## src/rtl/game_sequencer_if.sv

```systemverilog
// rtl/game_sequencer_if.sv - raster, player and game-state signals between sequencer and its neighbours
interface game_sequencer_if;
  logic [10:0] hcount_in;
  logic [9:0]  vcount_in;
  logic        start_in;
  logic        is_collision_in;
  logic [7:0]  player_depth_in;
  logic [2:0]  game_state_out;
  logic [7:0]  wall_depth_out;
  logic        wall_active_out;
  logic [2:0]  wall_index_out;
  logic [15:0] frame_collisions_out;

  modport master (
    output hcount_in, vcount_in, start_in, is_collision_in, player_depth_in,
    input  game_state_out, wall_depth_out, wall_active_out, wall_index_out,
           frame_collisions_out
  );

  modport slave (
    input  hcount_in, vcount_in, start_in, is_collision_in, player_depth_in,
    output game_state_out, wall_depth_out, wall_active_out, wall_index_out,
           frame_collisions_out
  );
endinterface

```

## src/rtl/game_sequencer.sv

```systemverilog
// rtl/game_sequencer.sv - wall advance and collision judging state machine, stepped once per video frame
module game_sequencer #(
  parameter int ACTIVE_H_PIXELS     = 1280,
  parameter int ACTIVE_LINES        = 720,
  parameter int MAX_WALL_DEPTH      = 75,
  parameter int GOAL_DEPTH_DELTA    = 10,
  parameter int FRAMES_PER_STEP     = 2,
  parameter int NUM_WALLS           = 5,
  parameter int COLLISION_THRESHOLD = 200
) (
  input logic             clk_in,
  input logic             rst_in,
  game_sequencer_if.slave bus
);
  typedef enum logic [1:0] {IDLE, RUN, OVER, WIN} state_t;

  localparam logic [10:0] H_ACT       = 11'(ACTIVE_H_PIXELS);
  localparam logic [9:0]  V_ACT       = 10'(ACTIVE_LINES);
  localparam logic [7:0]  DEPTH_MAX   = 8'(MAX_WALL_DEPTH);
  localparam logic [8:0]  DELTA       = 9'(GOAL_DEPTH_DELTA);
  localparam logic [15:0] STEP_FRAMES = 16'(FRAMES_PER_STEP);
  localparam logic [2:0]  LAST_WALL   = 3'(NUM_WALLS - 1);
  localparam logic [15:0] THRESH      = 16'(COLLISION_THRESHOLD);

  state_t      state_q, state_d;
  logic [7:0]  depth_q, depth_d;
  logic [2:0]  index_q, index_d;
  logic [15:0] frame_q, frame_d;
  logic [15:0] pix_q;
  logic [15:0] latched_q;

  logic        tick;
  logic        counted;
  logic [8:0]  depth_diff;
  logic        fail;
  logic [15:0] frame_inc;

  // Tick marks the first cycle of vertical blank, so it never overlaps a counted pixel
  assign tick    = (bus.hcount_in == 11'd0) && (bus.vcount_in == V_ACT);
  assign counted = bus.is_collision_in && (bus.hcount_in < H_ACT) && (bus.vcount_in < V_ACT);

  assign depth_diff = (depth_q >= bus.player_depth_in)
                    ? ({1'b0, depth_q} - {1'b0, bus.player_depth_in})
                    : ({1'b0, bus.player_depth_in} - {1'b0, depth_q});
  // Judge against the count being latched on this tick, i.e. the frame that just ended
  assign fail      = (depth_diff <= DELTA) && (pix_q >= THRESH);
  assign frame_inc = frame_q + 16'd1;

  always_ff @(posedge clk_in or posedge rst_in) begin
    if (rst_in) begin
      state_q <= IDLE;
      depth_q <= DEPTH_MAX;
      index_q <= 3'd0;
      frame_q <= 16'd0;
    end else begin
      state_q <= state_d;
      depth_q <= depth_d;
      index_q <= index_d;
      frame_q <= frame_d;
    end
  end

  always_comb begin
    state_d = state_q;
    depth_d = depth_q;
    index_d = index_q;
    frame_d = frame_q;
    case (state_q)
      IDLE, OVER, WIN: begin
        if (bus.start_in) begin
          state_d = RUN;
          depth_d = DEPTH_MAX;
          index_d = 3'd0;
          frame_d = 16'd0;
        end
      end
      RUN: begin
        if (tick) begin
          if (fail) begin
            state_d = OVER;
          end else if (frame_inc == STEP_FRAMES) begin
            frame_d = 16'd0;
            // Depth 1 -> 0 means the wall has passed the player; 0 is never shown
            if (depth_q == 8'd1) begin
              if (index_q == LAST_WALL) begin
                state_d = WIN;
              end else begin
                index_d = index_q + 3'd1;
                depth_d = DEPTH_MAX;
              end
            end else begin
              depth_d = depth_q - 8'd1;
            end
          end else begin
            frame_d = frame_inc;
          end
        end
      end
      default: state_d = IDLE;
    endcase
  end

  always_ff @(posedge clk_in or posedge rst_in) begin
    if (rst_in) begin
      pix_q     <= 16'd0;
      latched_q <= 16'd0;
    end else if (tick) begin
      latched_q <= pix_q;
      pix_q     <= 16'd0;
    end else if (counted && (pix_q != 16'hFFFF)) begin
      pix_q <= pix_q + 16'd1;
    end
  end

  always_comb begin
    bus.game_state_out = 3'd1;
    case (state_q)
      OVER:    bus.game_state_out = 3'd0;
      WIN:     bus.game_state_out = 3'd2;
      default: bus.game_state_out = 3'd1;
    endcase
  end

  assign bus.wall_active_out      = (state_q == RUN);
  assign bus.wall_depth_out       = depth_q;
  assign bus.wall_index_out       = index_q;
  assign bus.frame_collisions_out = latched_q;
endmodule

```

## src/flat_wrapper.sv

```systemverilog
// flat-port wrapper written by rule: the top's interface ports become plain ports
module game_sequencer_flat 
#(
  parameter int ACTIVE_H_PIXELS     = 1280,
  parameter int ACTIVE_LINES        = 720,
  parameter int MAX_WALL_DEPTH      = 75,
  parameter int GOAL_DEPTH_DELTA    = 10,
  parameter int FRAMES_PER_STEP     = 2,
  parameter int NUM_WALLS           = 5,
  parameter int COLLISION_THRESHOLD = 200
)
  (clk_in, rst_in, bus_hcount_in, bus_vcount_in, bus_start_in, bus_is_collision_in, bus_player_depth_in, bus_game_state_out, bus_wall_depth_out, bus_wall_active_out, bus_wall_index_out, bus_frame_collisions_out);
  game_sequencer_if bus_i ();
  input logic clk_in;
  input logic rst_in;
  input wire logic [$bits(bus_i.hcount_in)-1:0] bus_hcount_in;
  input wire logic [$bits(bus_i.vcount_in)-1:0] bus_vcount_in;
  input wire logic [$bits(bus_i.start_in)-1:0] bus_start_in;
  input wire logic [$bits(bus_i.is_collision_in)-1:0] bus_is_collision_in;
  input wire logic [$bits(bus_i.player_depth_in)-1:0] bus_player_depth_in;
  output wire logic [$bits(bus_i.game_state_out)-1:0] bus_game_state_out;
  output wire logic [$bits(bus_i.wall_depth_out)-1:0] bus_wall_depth_out;
  output wire logic [$bits(bus_i.wall_active_out)-1:0] bus_wall_active_out;
  output wire logic [$bits(bus_i.wall_index_out)-1:0] bus_wall_index_out;
  output wire logic [$bits(bus_i.frame_collisions_out)-1:0] bus_frame_collisions_out;
  assign bus_i.hcount_in = bus_hcount_in;
  assign bus_i.vcount_in = bus_vcount_in;
  assign bus_i.start_in = bus_start_in;
  assign bus_i.is_collision_in = bus_is_collision_in;
  assign bus_i.player_depth_in = bus_player_depth_in;
  assign bus_game_state_out = bus_i.game_state_out;
  assign bus_wall_depth_out = bus_i.wall_depth_out;
  assign bus_wall_active_out = bus_i.wall_active_out;
  assign bus_wall_index_out = bus_i.wall_index_out;
  assign bus_frame_collisions_out = bus_i.frame_collisions_out;
  game_sequencer #(.ACTIVE_H_PIXELS(ACTIVE_H_PIXELS), .ACTIVE_LINES(ACTIVE_LINES), .MAX_WALL_DEPTH(MAX_WALL_DEPTH), .GOAL_DEPTH_DELTA(GOAL_DEPTH_DELTA), .FRAMES_PER_STEP(FRAMES_PER_STEP), .NUM_WALLS(NUM_WALLS), .COLLISION_THRESHOLD(COLLISION_THRESHOLD)) u_core (.clk_in(clk_in), .rst_in(rst_in), .bus(bus_i));
endmodule
```

## config.mk

```make
export PLATFORM = sky130hd
export DESIGN_NAME = game_sequencer_flat
export DESIGN_NICKNAME = d
export VERILOG_FILES = /design/src/rtl/game_sequencer_if.sv /design/src/rtl/game_sequencer.sv /design/src/flat_wrapper.sv
export SDC_FILE = /design/constraint.sdc
export NUM_CORES = 1
export LEC_CHECK = 0
export ABC_AREA = 1
export CAP_MARGIN = 10
export CELL_PAD_IN_SITES_DETAIL_PLACEMENT = 1
export CELL_PAD_IN_SITES_GLOBAL_PLACEMENT = 1
export CORE_MARGIN = 5
export CORE_UTILIZATION = 43
export CTS_BUF_LIST = sky130_fd_sc_hd__clkbuf_8 sky130_fd_sc_hd__clkbuf_16
export CTS_CLUSTER_DIAMETER = 100
export DETAILED_ROUTE_END_ITERATION = 6
export HOLD_SLACK_MARGIN = 0.08
export PLACE_DENSITY_LB_ADDON = 0.05
export REMOVE_ABC_BUFFERS = 1
export SYNTH_ARGS = -nofsm -noshare
export SYNTH_HDL_FRONTEND = slang
export SYNTH_SLANG_ARGS = --single-unit
```

## constraint.sdc

```tcl
create_clock -name clk_in -period 4.92 [get_ports clk_in]
set_input_delay 0.984 -clock clk_in [delete_from_list [all_inputs] [get_ports clk_in]]
set_output_delay 0.984 -clock clk_in [all_outputs]
set_load 0.02 [all_outputs]
```

Word-level counts from Yosys, hierarchy flattened

Index checks and enable logic that the tools add are counted.
W data, S select, Z words.

Register bits after elaboration: 61
Logic and storage cells: 78
Input port bits: 33

Multiplexer cells: 30
Magnitude comparators: 5
Reduce and logical (&&, ||, !) cells: 13
Add/sub/neg operators: 6
Equality and inequality tests: 18

Operators by type and width:

| kind                    | number |
|---|---|
| $mux W16                | 6 |
| $mux W8                 | 6 |
| $add A16 B1 Y16 const B | 2 |
| $pmux W16 S2            | 1 |
| $mux W3                 | 6 |
| $sub A8 B8 Y9           | 2 |
| $eq A16 B2 Y1 const B   | 1 |
| $ge A16 B8 Y1 const B   | 1 |
| $ne A16 B16 Y1 const B  | 1 |
| $pmux W8 S2             | 1 |
| $mux W2                 | 6 |
| $logic_not A11 Y1       | 1 |
| $lt A11 B11 Y1 const B  | 1 |
| $eq A10 B10 Y1 const B  | 1 |
| $lt A10 B10 Y1 const B  | 1 |
| $reduce_and A5 Y1       | 2 |
| $le A9 B4 Y1 const B    | 1 |
| $mux W9                 | 1 |
| $ne A3 B1 Y1 const B    | 3 |
| $eq A8 B1 Y1 const B    | 1 |
| $ge A8 B8 Y1            | 1 |
| $pmux W2 S2             | 2 |
| $sub A8 B1 Y8 const B   | 1 |
| $ne A2 B1 Y1 const B    | 3 |
| other kinds (13)        | 20 |

Longest topological paths before layout

Word-level depth: 7
Depth in mapped cells: 18
Depth with buffers taken out: 18

Least setup slack after synthesis

No wires, ideal clock.

Path kind: in2reg
From: input port bus_player_depth_in[5]
To: register u_core.index_q[0] (netlist: u_core.bus.wall_index_out[0])
Setup slack: 2184 ps
Cell stages on the path: 16
Setup time: 118 ps
Arrival time: 2619 ps
Path through: ha_1 > buf_2 > nand2_2 > nor2_2 > nand2_2 > nor2_2 > nor2_2 > nand2_4 > nand2_1 > nor2_1 > nand2_1 > nand2_1 > nand4_4 > buf_2 > nand4_1 > nand2_1

Cells in the longest elaborated chain, start to end: 6
Elaborated cells on any way between the ends: 8
Those cells by class: 2 x add/sub; 2 x order compare; 1 x eq/ne; 1 x mux; 2 x reduce/logical

RTL lines:

| item                                        | RTL line             | RTL |
|---|---|---|
| start: declaration                          | flat_wrapper.sv:20   | `input wire logic [$bits(bus_i.player_depth_in)-1:0] bus_player_depth_in;` |
| $sub A8 B8 Y9, or another cell as far along | game_sequencer.sv:44 | `: ({1'b0, bus.player_depth_in} - {1'b0, depth_q});` |
| $mux W9 (*)                                 | game_sequencer.sv:43 | `? ({1'b0, depth_q} - {1'b0, bus.player_depth_in})` |
| $le A9 B4 Y1 (*)                            | game_sequencer.sv:46 | `assign fail = (depth_diff <= DELTA) && (pix_q >= THRESH);` |
| $logic_and A1 B1 Y1 (*)                     | game_sequencer.sv:46 |  |
| $ne A2 B2 Y1 (no source line) (*)           | n/a                  |  |
| $reduce_and A6 Y1 (no source line) (*)      | n/a                  |  |
| end signal: assignment                      | game_sequencer.sv:58 | `index_q <= index_d;` |
| end: declaration                            | game_sequencer.sv:27 | `logic [2:0] index_q, index_d;` |

Every way passes the cells marked *; elsewhere a longest branch is shown, timed or not.
A chain may end at the register's enable or synchronous reset.

Worst setup path after layout

From: input port bus_player_depth_in[2]
To: register u_core.frame_q[1]

Cells in the longest elaborated chain, start to end: 6
Elaborated cells on any way between the ends: 8
Those cells by class: 2 x add/sub; 2 x order compare; 1 x eq/ne; 1 x mux; 2 x reduce/logical

RTL lines:

| item                                        | RTL line             | RTL |
|---|---|---|
| $sub A8 B8 Y9, or another cell as far along | game_sequencer.sv:44 |  |
| $mux W9 (*)                                 | game_sequencer.sv:43 |  |
| $le A9 B4 Y1 (*)                            | game_sequencer.sv:46 |  |
| $logic_and A1 B1 Y1 (*)                     | game_sequencer.sv:46 |  |
| $ne A2 B2 Y1 (no source line) (*)           | n/a                  |  |
| $reduce_and A3 Y1 (no source line) (*)      | n/a                  |  |
| end signal: assignment                      | game_sequencer.sv:59 | `frame_q <= frame_d;` |
| end: declaration                            | game_sequencer.sv:28 | `logic [15:0] frame_q, frame_d;` |

Marks and branches as above.

==> implementation parameters <==
Parameter                              Value

Global route
  Final global-route overflow total ... 0
  Most heavily used metal layer in global routing ... met2
  Global-route track usage on met3 ... 0.0433
  First-pass GRT wire length ... 22,700 um
  Number of antenna violations at the first check in global routing ... 0
  All-layer global routing usage ... 0.213
  Routing usage on met1 ... 0.275
  Pin count of the biggest net entering global routing ... 45
  Global-route track usage on met2 ... 0.365
  Vias in the first global route ... between 4,000 and 5,000

Flow run
  Maxcap violations ... 0

Clock network
  CTS Root Cell ... sky130_fd_sc_hd__clkbuf_8
  Total CTS buffers ... 9
  Post-CTS setup repair buffer count ... 0
  Total clock sinks ... 61
  Clock tree from TritonCTS ... built
  Clock transition at the register clock pins on the worst setup and hold paths after CTS ... 70 ps
  Number of gates given a new drive strength after cts ... 0
  Worst-skew pair later-pin latency ... 340 ps
  H-tree levels ... 3
  Total of hold buffers inserted after clock tree synthesis ... 0
  Maximum buffer depth of the clock tree ... 2

Worst setup path
  Worst-path cell chain ... clkdlybuf4s50_1 > ha_1 > nand2_1 > o21ai_0 > nand2_1 > nand2_1 > nand2_1 > nand2_1 > nand3_1 > nand2_1 > nand4_4 > nand2_4 > inv_1 > nand2_1 > nand2_1
  Master of the slowest instance on the critical path ... sky130_fd_sc_hd__ha_1
  Worst reg2reg path startpoint ... u_core.bus.wall_depth_out[2]
  Critical path class ... primary input to flip-flop
  Launch point of the worst path ... bus_player_depth_in[2]
  Data arrival, critical path ... 3740 ps
  Peak fanout along the critical path ... 31
  Required time at the endpoint of the critical path ... ~5200 ps
  Cell repeated most along the worst path ... sky130_fd_sc_hd__nand2_1
  Type of origin of the critical path ... primary input
  Buffers & Inverters on Critical Path ... 2
  Stage delay of the slowest cell on the critical path ... slightly above 500 ps
  Worst-case register-to-register setup slack ... 1840 ps
  Largest delay contributor family on the critical path ... simple AND/OR/NAND/NOR gates
  Worst Setup End Kind ... flip-flop

Logic synthesis
  Fraction of the yosys area taken by sequential cells ... 0.328
  Synthesized area ... ~4700 um^2
  Top flip-flop cell by instance count after synthesis ... sky130_fd_sc_hd__dfrtp_1
  Number of enable-type register cells in the synthesized netlist ... 0
  Synth Warn # ... 0
  Number of register bits inferred by synthesis ... 61
  Mean instance size in the synthesized netlist ... a little under 7 um^2
  Number of instances in the synthesized netlist ... 675
  Synth cell types ... 44
  Async set-or-reset flop fraction in the synthesized netlist ... 1.00

Timing
  Period minus WS final ... 3510 ps
  Setup Skew ... 14.0 ps
  Worst-case hold slack ... 494 ps
  Number of setup violations in the final report ... 0
  Number of hold-slack violations in the final timing report ... 0
  Sum of negative setup slack ... 0 ps
  Worst slew margin relative to its limit ... 0.462
  Crit share post-route ... 0.714
  Setup repair after global routing missed its margin ... false
  Actual transition at the worst max-transition pin ... just over 800 ps
  Max-slew violation count ... 0
  Timing-limited maximum frequency ... 285 MHz

Die
  Core footprint ... 10,700 um^2
  Number of ports placed on the die boundary ... 64
  DIE WIDTH ... between 100 and 150 um
  Row count ... 38
  Die outline height ... 114 um
  Die footprint ... 13,000 um^2
  Initial core utilization ... 0.435

Route
  Number of remaining DRC errors ... 0
  Antenna violation net count after detailed routing ... 0
  Via count of the routed design ... 4,579
  Count of routing violations after the opening detailed-route iteration ... about 240
  Drt total wl ... 13,200 um
  Post-detailed-route via-to-cell ratio ... 5.22
  Detail-routed net length per standard cell ... 15.0 um
  Detailed-routing iteration count for the pre-antenna-repair pass ... 4

Layout
  Antenna cells ... 0
  Filler cells ... 1,440
  Total number of nets in the final design ... slightly below 800
  Final core area utilization ... 0.519
  Share of post-route cells with drive strength above 1 ... 0.0840
  Final instance area ... roughly 5600 um^2
  Area Growth Syn to Fin ... 19.4%

Placed design
  Number of input and output port buffers inserted ... between 60 and 70
  Cell area reported after detailed placement ... 5380 um^2
  Post-DP HPWL ... 10,500 um
  Last weighted congestion value of the routability-driven placer ... 0.886

Power
  Static Leak ... 2.67 nW
  Overall power after layout ... roughly 0.0026 W
  Worst ir drop on vdd ... a little under 0.2 mV
  Power density over the cells ... 464 nW/um^2

Min path
  Classification of the worst-slack hold path ... flip-flop to flip-flop
  Source of the worst hold timing path ... u_core.bus.frame_collisions_out[15]

Outcome
  Status ... finished clean
[kinds of logic (layout without fill, tap and decap cells)]
logic type,Yosys count,after routing,share of synthesized area
flops,61,61,0.328
other cells,1,1,0.000803
buf+inv,105,168,0.0932
xor+xnor,14,14,0.0262
fa+ha+maj,26,26,0.0728
simple gates,394,394,0.388
compound gates,74,74,0.0916
[placed cells by master (no fill, tap or decap), types with 2 or more instances in the layout]
master                            count
sky130_fd_sc_hd__a21oi_1             13
sky130_fd_sc_hd__buf_4                3
sky130_fd_sc_hd__clkbuf_8             9
sky130_fd_sc_hd__clkdlybuf4s50_1     62
sky130_fd_sc_hd__clkinv_2             2
sky130_fd_sc_hd__clkinv_4             2
sky130_fd_sc_hd__dfrtp_1             57
sky130_fd_sc_hd__dfstp_2              4
sky130_fd_sc_hd__fa_1                 2
sky130_fd_sc_hd__ha_1                24
sky130_fd_sc_hd__inv_1               83
sky130_fd_sc_hd__inv_2                3
sky130_fd_sc_hd__nand2_1            214
sky130_fd_sc_hd__nand2_2              9
sky130_fd_sc_hd__nand2_4              2
sky130_fd_sc_hd__nand3_1             52
sky130_fd_sc_hd__nand3_2              3
sky130_fd_sc_hd__nand3b_1             2
sky130_fd_sc_hd__nand4_1             24
sky130_fd_sc_hd__nor2_1              43
sky130_fd_sc_hd__nor2_2               8
sky130_fd_sc_hd__nor2_4               3
sky130_fd_sc_hd__nor3_1              17
sky130_fd_sc_hd__nor4_1               8
sky130_fd_sc_hd__o211a_1              2
sky130_fd_sc_hd__o21ai_0             32
sky130_fd_sc_hd__o21ai_1             16
sky130_fd_sc_hd__o21bai_1             4
sky130_fd_sc_hd__or2_2                4
sky130_fd_sc_hd__xnor2_1              2
sky130_fd_sc_hd__xor2_1              12
[worst paths after layout]
check,end,cells after the start
max,u_core.frame_q[1],15
min,u_core.bus.frame_collisions_out[15],2
max reg2reg,u_core.frame_q[1],15
min reg2reg,u_core.bus.frame_collisions_out[15],2
max in group asynchronous,u_core.bus.wall_depth_out[3],3
min in group asynchronous,u_core.pix_q[4],2
[flip-flops by register name, indices dropped and copies added (netlist names)]
name,count
u_core.pix_q,16
u_core.bus.wall_index_out,3
u_core.bus.wall_depth_out,8
u_core.bus.frame_collisions_out,16
u_core.frame_q,16
u_core.state_q,2
[cell type report]
cell class              count  area [um^2]  share of cell area
clock buffers               9          124              0.0222
clock inverters             7         73.8              0.0132
flip-flops and latches     61         1530               0.275
repair buffers             65          643               0.115
multi-input cells         509         2710               0.485
well taps                 140          175              0.0314
inverters                  87          327              0.0585
[worst register-to-register path: stages (launching register included)]
cell and delay [ps]:
sky130_fd_sc_hd__dfrtp_1 510, sky130_fd_sc_hd__inv_1 130, sky130_fd_sc_hd__ha_1 520, sky130_fd_sc_hd__nand2_1 160
sky130_fd_sc_hd__o21ai_0 300, sky130_fd_sc_hd__nand2_1 130, sky130_fd_sc_hd__nand2_1 80, sky130_fd_sc_hd__nand2_1 40
sky130_fd_sc_hd__nand2_1 60, sky130_fd_sc_hd__nand3_1 80, sky130_fd_sc_hd__nand2_1 120, sky130_fd_sc_hd__nand4_4 250
sky130_fd_sc_hd__nand2_4 370, sky130_fd_sc_hd__inv_1 110, sky130_fd_sc_hd__nand2_1 80, sky130_fd_sc_hd__nand2_1 40
[stage by stage]
stage                     cells  setup WS (ps)
after floorplan             657           1430
after global placement      862           1190
after detailed placement    862           1070
after CTS                   878           1400
after global routing        878           1150
final                       878           1410
[metal layers]
layer / wire, um / vias up / part of all wire
li1: - / 2295 / -
met1: 6180 / 2199 / 0.47
met2: 6400 / 70 / 0.48
met3: 461 / 15 / 0.035
met4: 172 / 0 / 0.013
met5: 0 / - / 0
[report_power, final]
part	total, W	switching, W	internal, W
Sequential	0.000740	0.000128	0.000611
Combinational	0.00140	0.000923	0.000474
Clock	0.000449	0.000214	0.000235
[synthesized netlist by cell type (3+ instances only)]
cell type / instances / area [um^2]
sky130_fd_sc_hd__dfstp_2: 4 / 105
sky130_fd_sc_hd__nor2_2: 8 / 50.1
sky130_fd_sc_hd__nand2_1: 214 / 803
sky130_fd_sc_hd__buf_6: 3 / 33.8
sky130_fd_sc_hd__nand4_1: 24 / 150
sky130_fd_sc_hd__nor4_1: 8 / 50.1
sky130_fd_sc_hd__ha_1: 24 / 300
sky130_fd_sc_hd__a21oi_1: 13 / 65.1
sky130_fd_sc_hd__nand3_2: 3 / 30.0
sky130_fd_sc_hd__o21ai_1: 16 / 80.1
sky130_fd_sc_hd__xor2_1: 12 / 105
sky130_fd_sc_hd__nor3_1: 17 / 85.1
sky130_fd_sc_hd__buf_4: 3 / 22.5
sky130_fd_sc_hd__buf_2: 6 / 30.0
sky130_fd_sc_hd__inv_1: 84 / 315
sky130_fd_sc_hd__o21bai_1: 4 / 30.0
sky130_fd_sc_hd__or2_2: 4 / 25.0
sky130_fd_sc_hd__nand2_2: 9 / 56.3
sky130_fd_sc_hd__nor2_4: 3 / 33.8
sky130_fd_sc_hd__nand3_1: 52 / 260
sky130_fd_sc_hd__clkbuf_1: 6 / 22.5
sky130_fd_sc_hd__o21ai_0: 32 / 160
sky130_fd_sc_hd__nor2_1: 43 / 161
sky130_fd_sc_hd__dfrtp_1: 57 / 1430
(Power assumes the default switching activity.)
